[src/rtl/lc3b_types.sv]
// lc3b_types: LC-3b opcode constants and MEM-stage state encoding
package lc3b_types;
  localparam logic [3:0] op_ldb  = 4'b0010;
  localparam logic [3:0] op_stb  = 4'b0011;
  localparam logic [3:0] op_ldw  = 4'b0110;
  localparam logic [3:0] op_stw  = 4'b0111;
  localparam logic [3:0] op_ldi  = 4'b1010;
  localparam logic [3:0] op_sti  = 4'b1011;
  localparam logic [3:0] op_trap = 4'b1111;
  typedef enum logic [1:0] {IDLE, ACC1, ACC2, DONE} lc3b_mem_state;
  function automatic logic is_mem_op(input logic [3:0] op);
    return op inside {op_ldb, op_stb, op_ldw, op_stw, op_ldi, op_sti, op_trap};
  endfunction
endpackage

[src/rtl/mem_stage_if.sv]
// mem_stage_if: handshaked data-memory port between the MEM stage and data memory
interface mem_stage_if;
  logic [15:0] dmem_address;
  logic        dmem_read;
  logic        dmem_write;
  logic [1:0]  dmem_byte_enable;
  logic [15:0] dmem_wdata;
  logic        dmem_resp;
  logic [15:0] dmem_rdata;
  modport master (output dmem_address, dmem_read, dmem_write, dmem_byte_enable, dmem_wdata,
                  input dmem_resp, dmem_rdata);
  modport slave  (input dmem_address, dmem_read, dmem_write, dmem_byte_enable, dmem_wdata,
                  output dmem_resp, dmem_rdata);
endinterface

[src/rtl/mem_byte_align.sv]
// mem_byte_align: byte-lane enables, store byte replication and LDB sign extension
module mem_byte_align (
  input  logic        byte_i,
  input  logic        addr0_i,
  input  logic [15:0] sr_i,
  input  logic [15:0] rdata_i,
  output logic [1:0]  be_o,
  output logic [15:0] wdata_o,
  output logic [15:0] ldb_o
);
  logic [7:0] lane;
  always_comb begin
    be_o    = byte_i ? (addr0_i ? 2'b10 : 2'b01) : 2'b11;
    wdata_o = byte_i ? {2{sr_i[7:0]}} : sr_i;
    lane    = addr0_i ? rdata_i[15:8] : rdata_i[7:0];
    ldb_o   = {{8{lane[7]}}, lane};
  end
endmodule

[src/rtl/mem_stage.sv]
// mem_stage: LC-3b MEM stage sequencing direct and indirect data-memory accesses
module mem_stage
  import lc3b_types::*;
(
  input  logic        clk,
  input  logic        reset_n,
  input  logic        ex_mem_valid,
  input  logic [3:0]  ex_mem_opcode_out,
  input  logic [15:0] ex_mem_alu_out,
  input  logic [15:0] ex_mem_sr_out,
  input  logic        advance,
  mem_stage_if.master dmem,
  output logic [15:0] mem_marmux_out,
  output logic [15:0] mem_mdrmux_out,
  output logic        mem_stall
);
  lc3b_mem_state state_q, state_d;
  logic [3:0]  op_q, op_d;
  logic [15:0] addr_q, addr_d, sr_q, sr_d, ptr_q, ptr_d, mar_q, mar_d, mdr_q, mdr_d;
  logic [15:0] acc_addr, wdata_al, ldb_val;
  logic [1:0]  be;
  logic        mem_op, byte_op, store_op, ind_op, acc1, acc2, rd, wr, pass;
  assign mem_op   = ex_mem_valid && is_mem_op(ex_mem_opcode_out);
  assign byte_op  = op_q == op_ldb || op_q == op_stb;
  assign store_op = op_q == op_stb || op_q == op_stw;
  assign ind_op   = op_q == op_ldi || op_q == op_sti;
  assign acc1     = state_q == ACC1;
  assign acc2     = state_q == ACC2;
  assign acc_addr = acc1 ? {addr_q[15:1], 1'b0} : acc2 ? {ptr_q[15:1], 1'b0} : '0;
  assign rd       = (acc1 && !store_op) || (acc2 && op_q == op_ldi);
  assign wr       = (acc1 && store_op) || (acc2 && op_q == op_sti);
  assign pass     = state_q == IDLE && !mem_op;
  mem_byte_align u_align (
    .byte_i (byte_op),
    .addr0_i(addr_q[0]),
    .sr_i   (sr_q),
    .rdata_i(dmem.dmem_rdata),
    .be_o   (be),
    .wdata_o(wdata_al),
    .ldb_o  (ldb_val)
  );
  assign dmem.dmem_address     = acc_addr;
  assign dmem.dmem_read        = rd;
  assign dmem.dmem_write       = wr;
  assign dmem.dmem_byte_enable = (acc1 || acc2) ? be : '0;
  assign dmem.dmem_wdata       = wr ? wdata_al : '0;
  assign mem_stall      = reset_n && mem_op && state_q != DONE;
  assign mem_marmux_out = !reset_n ? '0 : pass ? ex_mem_alu_out : mar_q;
  assign mem_mdrmux_out = pass ? '0 : mdr_q;
  always_comb begin
    state_d = state_q;
    op_d    = op_q;
    addr_d  = addr_q;
    sr_d    = sr_q;
    ptr_d   = ptr_q;
    mar_d   = mar_q;
    mdr_d   = mdr_q;
    case (state_q)
      IDLE: if (mem_op) begin
        state_d = ACC1;
        op_d    = ex_mem_opcode_out;
        addr_d  = ex_mem_alu_out;
        sr_d    = ex_mem_sr_out;
      end
      ACC1: if (dmem.dmem_resp) begin
        if (ind_op) begin
          state_d = ACC2;
          ptr_d   = dmem.dmem_rdata;
        end else begin
          state_d = DONE;
          mar_d   = acc_addr;
          mdr_d   = op_q == op_ldb ? ldb_val : store_op ? wdata_al : dmem.dmem_rdata;
        end
      end
      ACC2: if (dmem.dmem_resp) begin
        state_d = DONE;
        mar_d   = ptr_q;
        mdr_d   = op_q == op_ldi ? dmem.dmem_rdata : sr_q;
      end
      DONE: if (advance) state_d = IDLE;
      default: state_d = IDLE;
    endcase
  end
  always_ff @(posedge clk or negedge reset_n) begin
    if (!reset_n) begin
      state_q <= IDLE;
      op_q    <= '0;
      addr_q  <= '0;
      sr_q    <= '0;
      ptr_q   <= '0;
      mar_q   <= '0;
      mdr_q   <= '0;
    end else begin
      state_q <= state_d;
      op_q    <= op_d;
      addr_q  <= addr_d;
      sr_q    <= sr_d;
      ptr_q   <= ptr_d;
      mar_q   <= mar_d;
      mdr_q   <= mdr_d;
    end
  end
endmodule

[src/flat_wrapper.sv]
// flat-port wrapper written by rule: the top's interface ports become plain ports
module mem_stage_flat import lc3b_types::*;
  (clk, reset_n, ex_mem_valid, ex_mem_opcode_out, ex_mem_alu_out, ex_mem_sr_out, advance, mem_marmux_out, mem_mdrmux_out, mem_stall, dmem_dmem_address, dmem_dmem_read, dmem_dmem_write, dmem_dmem_byte_enable, dmem_dmem_wdata, dmem_dmem_resp, dmem_dmem_rdata);
  mem_stage_if dmem_i ();
  input  logic clk;
  input  logic reset_n;
  input  logic ex_mem_valid;
  input  logic [3:0] ex_mem_opcode_out;
  input  logic [15:0] ex_mem_alu_out;
  input  logic [15:0] ex_mem_sr_out;
  input  logic advance;
  output logic [15:0] mem_marmux_out;
  output logic [15:0] mem_mdrmux_out;
  output logic mem_stall;
  output wire logic [$bits(dmem_i.dmem_address)-1:0] dmem_dmem_address;
  output wire logic [$bits(dmem_i.dmem_read)-1:0] dmem_dmem_read;
  output wire logic [$bits(dmem_i.dmem_write)-1:0] dmem_dmem_write;
  output wire logic [$bits(dmem_i.dmem_byte_enable)-1:0] dmem_dmem_byte_enable;
  output wire logic [$bits(dmem_i.dmem_wdata)-1:0] dmem_dmem_wdata;
  input wire logic [$bits(dmem_i.dmem_resp)-1:0] dmem_dmem_resp;
  input wire logic [$bits(dmem_i.dmem_rdata)-1:0] dmem_dmem_rdata;
  assign dmem_dmem_address = dmem_i.dmem_address;
  assign dmem_dmem_read = dmem_i.dmem_read;
  assign dmem_dmem_write = dmem_i.dmem_write;
  assign dmem_dmem_byte_enable = dmem_i.dmem_byte_enable;
  assign dmem_dmem_wdata = dmem_i.dmem_wdata;
  assign dmem_i.dmem_resp = dmem_dmem_resp;
  assign dmem_i.dmem_rdata = dmem_dmem_rdata;
  mem_stage u_core (.clk(clk), .reset_n(reset_n), .ex_mem_valid(ex_mem_valid), .ex_mem_opcode_out(ex_mem_opcode_out), .ex_mem_alu_out(ex_mem_alu_out), .ex_mem_sr_out(ex_mem_sr_out), .advance(advance), .dmem(dmem_i), .mem_marmux_out(mem_marmux_out), .mem_mdrmux_out(mem_mdrmux_out), .mem_stall(mem_stall));
endmodule
[config.mk]
export PLATFORM = sky130hd
export DESIGN_NAME = mem_stage_flat
export DESIGN_NICKNAME = d
export VERILOG_FILES = /design/src/rtl/lc3b_types.sv /design/src/rtl/mem_stage_if.sv /design/src/rtl/mem_byte_align.sv /design/src/rtl/mem_stage.sv /design/src/flat_wrapper.sv
export SDC_FILE = /design/constraint.sdc
export NUM_CORES = 1
export LEC_CHECK = 0
export ABC_CLOCK_PERIOD_IN_PS = 1930
export BUFFER_PORTS_ARGS = -buffer_cell sky130_fd_sc_hd__buf_4
export CAP_MARGIN = 5
export CORE_MARGIN = 1.5
export CORE_UTILIZATION = 48
export CTS_CLUSTER_DIAMETER = 50
export CTS_CLUSTER_SIZE = 25
export DETAILED_ROUTE_END_ITERATION = 7
export PLACE_DENSITY = 0.76
export SETUP_SLACK_MARGIN = 0.15
export SLEW_MARGIN = 20
export SYNTH_ARGS = -nofsm -noshare
export SYNTH_HDL_FRONTEND = slang
export SYNTH_SLANG_ARGS = --single-unit
[constraint.sdc]
create_clock -name clk -period 1.93 [get_ports clk]
set_input_delay 0.386 -clock clk [delete_from_list [all_inputs] [get_ports clk]]
set_output_delay 0.386 -clock clk [all_outputs]
set_load 0.01 [all_outputs]
* After elaboration in Yosys (flattened, before gate mapping)
Cells that the tools add are included.
** Word-level totals
- Register bits after elaboration :: 86
- Bits in latches :: 0
- Memory bits (writable) :: 0
- Memory bits (read-only) :: 0
- Input bits :: 57
- Memories :: 0
** Operators by class
- Add/subtract/negate cells :: 0
- Multipliers :: 0
- Div/mod/pow operators :: 0
- Magnitude comparators :: 0
- Equal/unequal tests :: 21
- Shift-type cells :: 0
- Multiplexer cells :: 28
- Bitwise operators :: 0
- Reduce and logical (&&, ||, !) cells :: 23
** Operators with widths (number)
- $mux 16 :: 16
- $pmux 16 s2 :: 2
- $eq 4x4->1 const B :: 5
- $eq 4x2->1 const B :: 4
- $mux 2 :: 7
- $eq 4x3->1 const B :: 3
- $ne 2x2->1 const B :: 5
- $logic_and 1x1->1 :: 8
- $mux 8 :: 1
- $pmux 2 s4 :: 1
- $reduce_and 4->1 :: 2
- $reduce_bool 7->1 :: 1
- $logic_or 1x1->1 :: 6
- $eq 2x2->1 const B :: 2
- $reduce_and 3->1 :: 1
- $eq 2x1->1 const B :: 1
- $logic_not 1->1 :: 2
- $logic_not 2->1 :: 1
- $ne 2x1->1 const B :: 1
- $reduce_and 2->1 :: 1
- $reduce_bool 2->1 :: 1
- $mux 1 :: 1

* Longest topological paths before layout
- Depth in word-level cells :: 8
- Depth in mapped cells :: 8
- Gate-level depth less buffers :: 6

* By module
A second synthesis with hierarchy kept.
** Second synthesis, totals
- Cell total of the unflattened synthesis :: 535
- Area, all modules :: 5307.6 um^2
** Modules (own cells, without submodules)
- mem_stage :: times used 1, cells each 499, area an instance 4914.7 um^2, sequential area each 2152.1 um^2
- mem_byte_align :: times used 1, cells each 36, area an instance 392.9 um^2, sequential area each 0.0 um^2

* Least setup slack after synthesis
Ideal clock, no wire load.
- Path kind :: register to output
- Start :: register u_core.state_q[0]
- End :: output port dmem_dmem_address[10]
- Arrival :: 1.693 ns
- Data required time :: 1.544 ns
- Slack :: -0.149 ns
- Cell stages (with the launch flop) :: 7
- Path buffers :: 2
- Cells stage by stage :: dfrtp_1 > inv_1 > ha_1 > buf_2 > nor2b_1 > clkbuf_1 > a22o_1
** On the way
- Longest elaborated chain between the ends :: 3
- Elaborated cells on any way between the ends :: 4
- Those cells by class :: 2 x eq/ne; 2 x mux
** Ends and longest elaborated chain
- start: declaration :: line mem_stage.sv:17 : lc3b_mem_state state_q, state_d;
- start signal: assignment :: line mem_stage.sv:94 : state_q <= state_d;
- $eq 2x2->1 :: line mem_stage.sv:28 : assign acc2 = state_q == ACC2;
- $mux 16 :: line mem_stage.sv:29 : assign acc_addr = acc1 ? {addr_q[15:1], 1'b0} : acc2 ? {ptr_q[15:1], 1'b0} : '0;
- $mux 16 * :: line mem_stage.sv:29
- end: declaration :: line flat_wrapper.sv:15 : output wire logic [$bits(dmem_i.dmem_address)-1:0] dmem_dmem_address;
Every way passes the cells marked *; elsewhere a longest branch is shown, timed or not.

* Worst setup path in the final report
- Start :: register u_core.state_q[0]
- End :: output port dmem_dmem_address[11]
Same word-level chain as after synthesis.

==> metrics.md <==
| Metric | Value |
|---|---|
| Startpoint Class | `flop` |
| CP Data Arrival Time | `1.85 ns` |
| Simple-gate area share of the yosys netlist | `0.141` |
| Fill count | `623` |
| Rel. slew slack | `0.526` |
| Post-synth EDFFs | `0` |
| Cell taking the most area after synthesis | `dfrtp_1` |
| Largest family of logic cells by synthesized area | `multiplexers` |
| Via count of the first global-routing pass | `4,613` |
| Final hold viol count | `0` |
| Netlist Area Pre-Place | `4890 sq um` |
| Diode count | `0` |
| Endpoints failing setup | `67` |
| Tmin final | `2.23 ns` |
| Share of cells above drive strength 1 | `0.547` |
| Final hold slack | `0.135 ns` |
| Largest net degree at the start of global routing | `35` |
| Die width | `104 microns` |
| Top cells by area, synth | `dfrtp_1 44%, mux2_2 14%, mux2i_1 5.3%, nor2_1 3.5%, a2bb2oi_1 3.0%` |
| Multiplexer share of the synthesized area | `0.189` |
| GRT Overall Usage | `0.282` |
| Sequential area share after synthesis | `0.440` |
| Worst hold path class | `input pin to asynchronous set/reset pin` |
| Vias per cell | `6.19` |
| DRC viols | `0` |
| Violated checks | `setup timing` |
| Final Non-Filler Cells | `776` |
| Synth Flop Type | `dfrtp_1` |
| Setup_tns | `-15.30 ns` |
| Post-synthesis compound-gate area fraction | `0.178` |
| CP max FO | `15` |
| Area of the multi-input gates | `3230 sq um` |
| Leakage Power | `3.48 nW` |
| H-tree depth | `3` |
| Distinct cell type count after synthesis | `41` |
| Setup slack after layout | `-0.305 ns` |
| Critical path capture point type | `output port` |
| Max clock buf depth | `2` |
| Gpl congestion | `0.804` |
| Dpl hpwl | `10,000 microns` |
| Final ANT Viol Nets | `0` |
| Die Span Y | `104 microns` |
| Initial antenna violation count | `0` |
| Skew final | `0.0171 ns` |
| Placed Cells incl. Taps | `729` |
| DR vias | `4,800` |
| Post-route clock period utilization | `1.16` |
| Sequential cell area | `2150 sq um` |
| FMAX | `447 MHz` |
| Ports | `126` |
| Area Growth Syn to Fin | `54.9%` |
| CTS tree | `built` |
| Clk sink count | `86` |
| Status | `finished, violations left` |
| First-pass GRT wire length | `24,100 microns` |
| Max cap viols | `0` |
| Worst Path Required | `1.54 ns` |
| Flops & latches, synth | `86` |
| Most frequent cells in the layout | `119 x buf_4, 85 x dfrtp_1, 46 x buf_6, 43 x nor2_1, 43 x mux2_2` |
| Final global-route overflow total | `0` |
| Core Region | `9820 sq um` |
| Site row count | `36` |
| Skew-Pair Late Insertion Delay | `0.36 ns` |
| Layout Nets | `699` |
| Pre-Repair DR Iteration Count | `5` |
| Syn Nets | `536` |
| YS warnings | `0` |
| Critical path type | `flop to output port` |
| DR iter-0 viols | `330` |
| Die Area | `10,800 sq um` |
| Routed len/inst | `22.1 microns` |
| Unrepaired setup endpoints after global routing | `yes` |
| Clock root buffer | `clkbuf_8` |
| XOR/XNOR Fraction of Synth Area | `0` |
| Num CTS Buffers | `9` |
| Post-Synth Adder-Cell Area | `0.0102` |
| IO buf count | `124` |
| Final Max Slew Viols | `0` |
| Mapped Cells | `475` |
| Worst-path clk slew | `0.10 ns` |
| Synth async-reset ratio | `1.00` |
| Maximum VDD drop | `1.20 mV` |
| Total wire length | `17,100 microns` |
| Syn_area_per_cell | `10.3 sq um` |
| PD cells | `1850 nW/um^2` |
| Most common cell after layout, fill and taps aside | `buf_4` |
| Slew at the pin closest to its max-slew limit | `0.708 ns` |
| Area share of the largest cell type after synthesis | `0.440` |
| Pre-CTS setup slack | `-0.216 ns` |
| Initial core utilization | `0.498` |
| Core Util, Final | `0.771` |
[cell usage after synthesis, types with 2 or more instances]
library cell	count
nand3_1	3
clkbuf_1	18
buf_2	12
and2_1	18
a221oi_1	16
a21oi_1	23
dfrtp_1	86
nor2_1	46
o21ai_1	2
o21ai_0	12
nand2_1	29
mux2i_1	26
a2bb2oi_1	17
ha_1	4
and3_1	8
mux2_2	59
o22ai_1	15
nor2b_1	17
a22o_1	16
buf_4	5
o31ai_1	8
inv_1	6
nand4b_1	2
o2bb2ai_1	7
nand2b_1	4
[stage by stage]
stage,power [mW],instance area (sq um)
6_report,14.0,7570
5_1_grt,14.7,7570
4_1_cts,12.0,6870
3_5_place_dp,9.98,6290
3_3_place_gp,9.72,6290
2_1_floorplan,7.57,5060
[routing by layer]
metal  vias up  global-route usage  routed length [microns]
li1       2075                   -                        -
met1      2393               0.360                     6800
met2       285               0.483                     8430
met3        47              0.0489                     1340
met4         0              0.0992                      537
met5         -                   0                        0
[power breakdown]
part / leakage (nW) / switching [mW] / internal (mW) / total, mW
registers: 1.03 / 0.953 / 2.71 / 3.66
clock network: 0.101 / 0.764 / 0.509 / 1.27
logic: 2.35 / 4.29 / 4.76 / 9.06
total: 3.48 / 6.01 / 7.98 / 14.0
[area by class of cell]
class / instances / share of cell area
clock buffers: 9 / 0.0164
flip-flops and latches: 86 / 0.284
inverters: 6 / 0.00297
clock inverters: 7 / 0.00975
repair buffers: 186 / 0.238
multi-input cells: 349 / 0.427
well taps: 133 / 0.0220
[logic make-up after synthesis]
group,after synthesis
compound gates,121
fa+ha+maj,4
buf+inv,42
flops,86
mux,85
other cells,1
simple gates,136
[final timing paths]
kind / slack (ns) / cells after the start / from / endpoint
worst max-delay path: -0.30 / 7 / u_core.state_q[0] / dmem_dmem_address[11]
worst min-delay path: 0.13 / 2 / reset_n / u_core.op_q[1]
min in group clk: 0.24 / 2 / ex_mem_sr_out[7] / u_core.sr_q[7]
worst min register to register: 0.52 / 2 / u_core.mar_q[3] / u_core.mar_q[3]
max in group asynchronous: 0.67 / 3 / reset_n / u_core.mar_q[4]
worst max register to register: 0.03 / 8 / u_core.op_q[3] / u_core.mdr_q[10]
[state kept, by name, indices dropped and copies added (netlist names)]
name / flops
u_core.addr_q: 16
u_core.mar_q: 16
u_core.mdr_q: 16
u_core.op_q: 4
u_core.ptr_q: 16
u_core.sr_q: 16
u_core.state_q: 2
[critical path, stage by stage (launching register included)]
cell	delay, ns
dfrtp_1	0.42
buf_4	0.16
ha_4	0.17
buf_4	0.15
nor2b_4	0.12
buf_12	0.15
a22o_1	0.17
buf_4	0.13
[what timing repair did]
item,4_1_cts,5_1_grt
gates cloned,5,3
gates resized for setup,48,132
setup endpoints to repair,99,102
endpoints found under the hold margin,5,0
pin swaps,8,40
buffers inserted,6,13
hold buffers,4,0
Note: power is estimated with default switching activity, not from simulation.
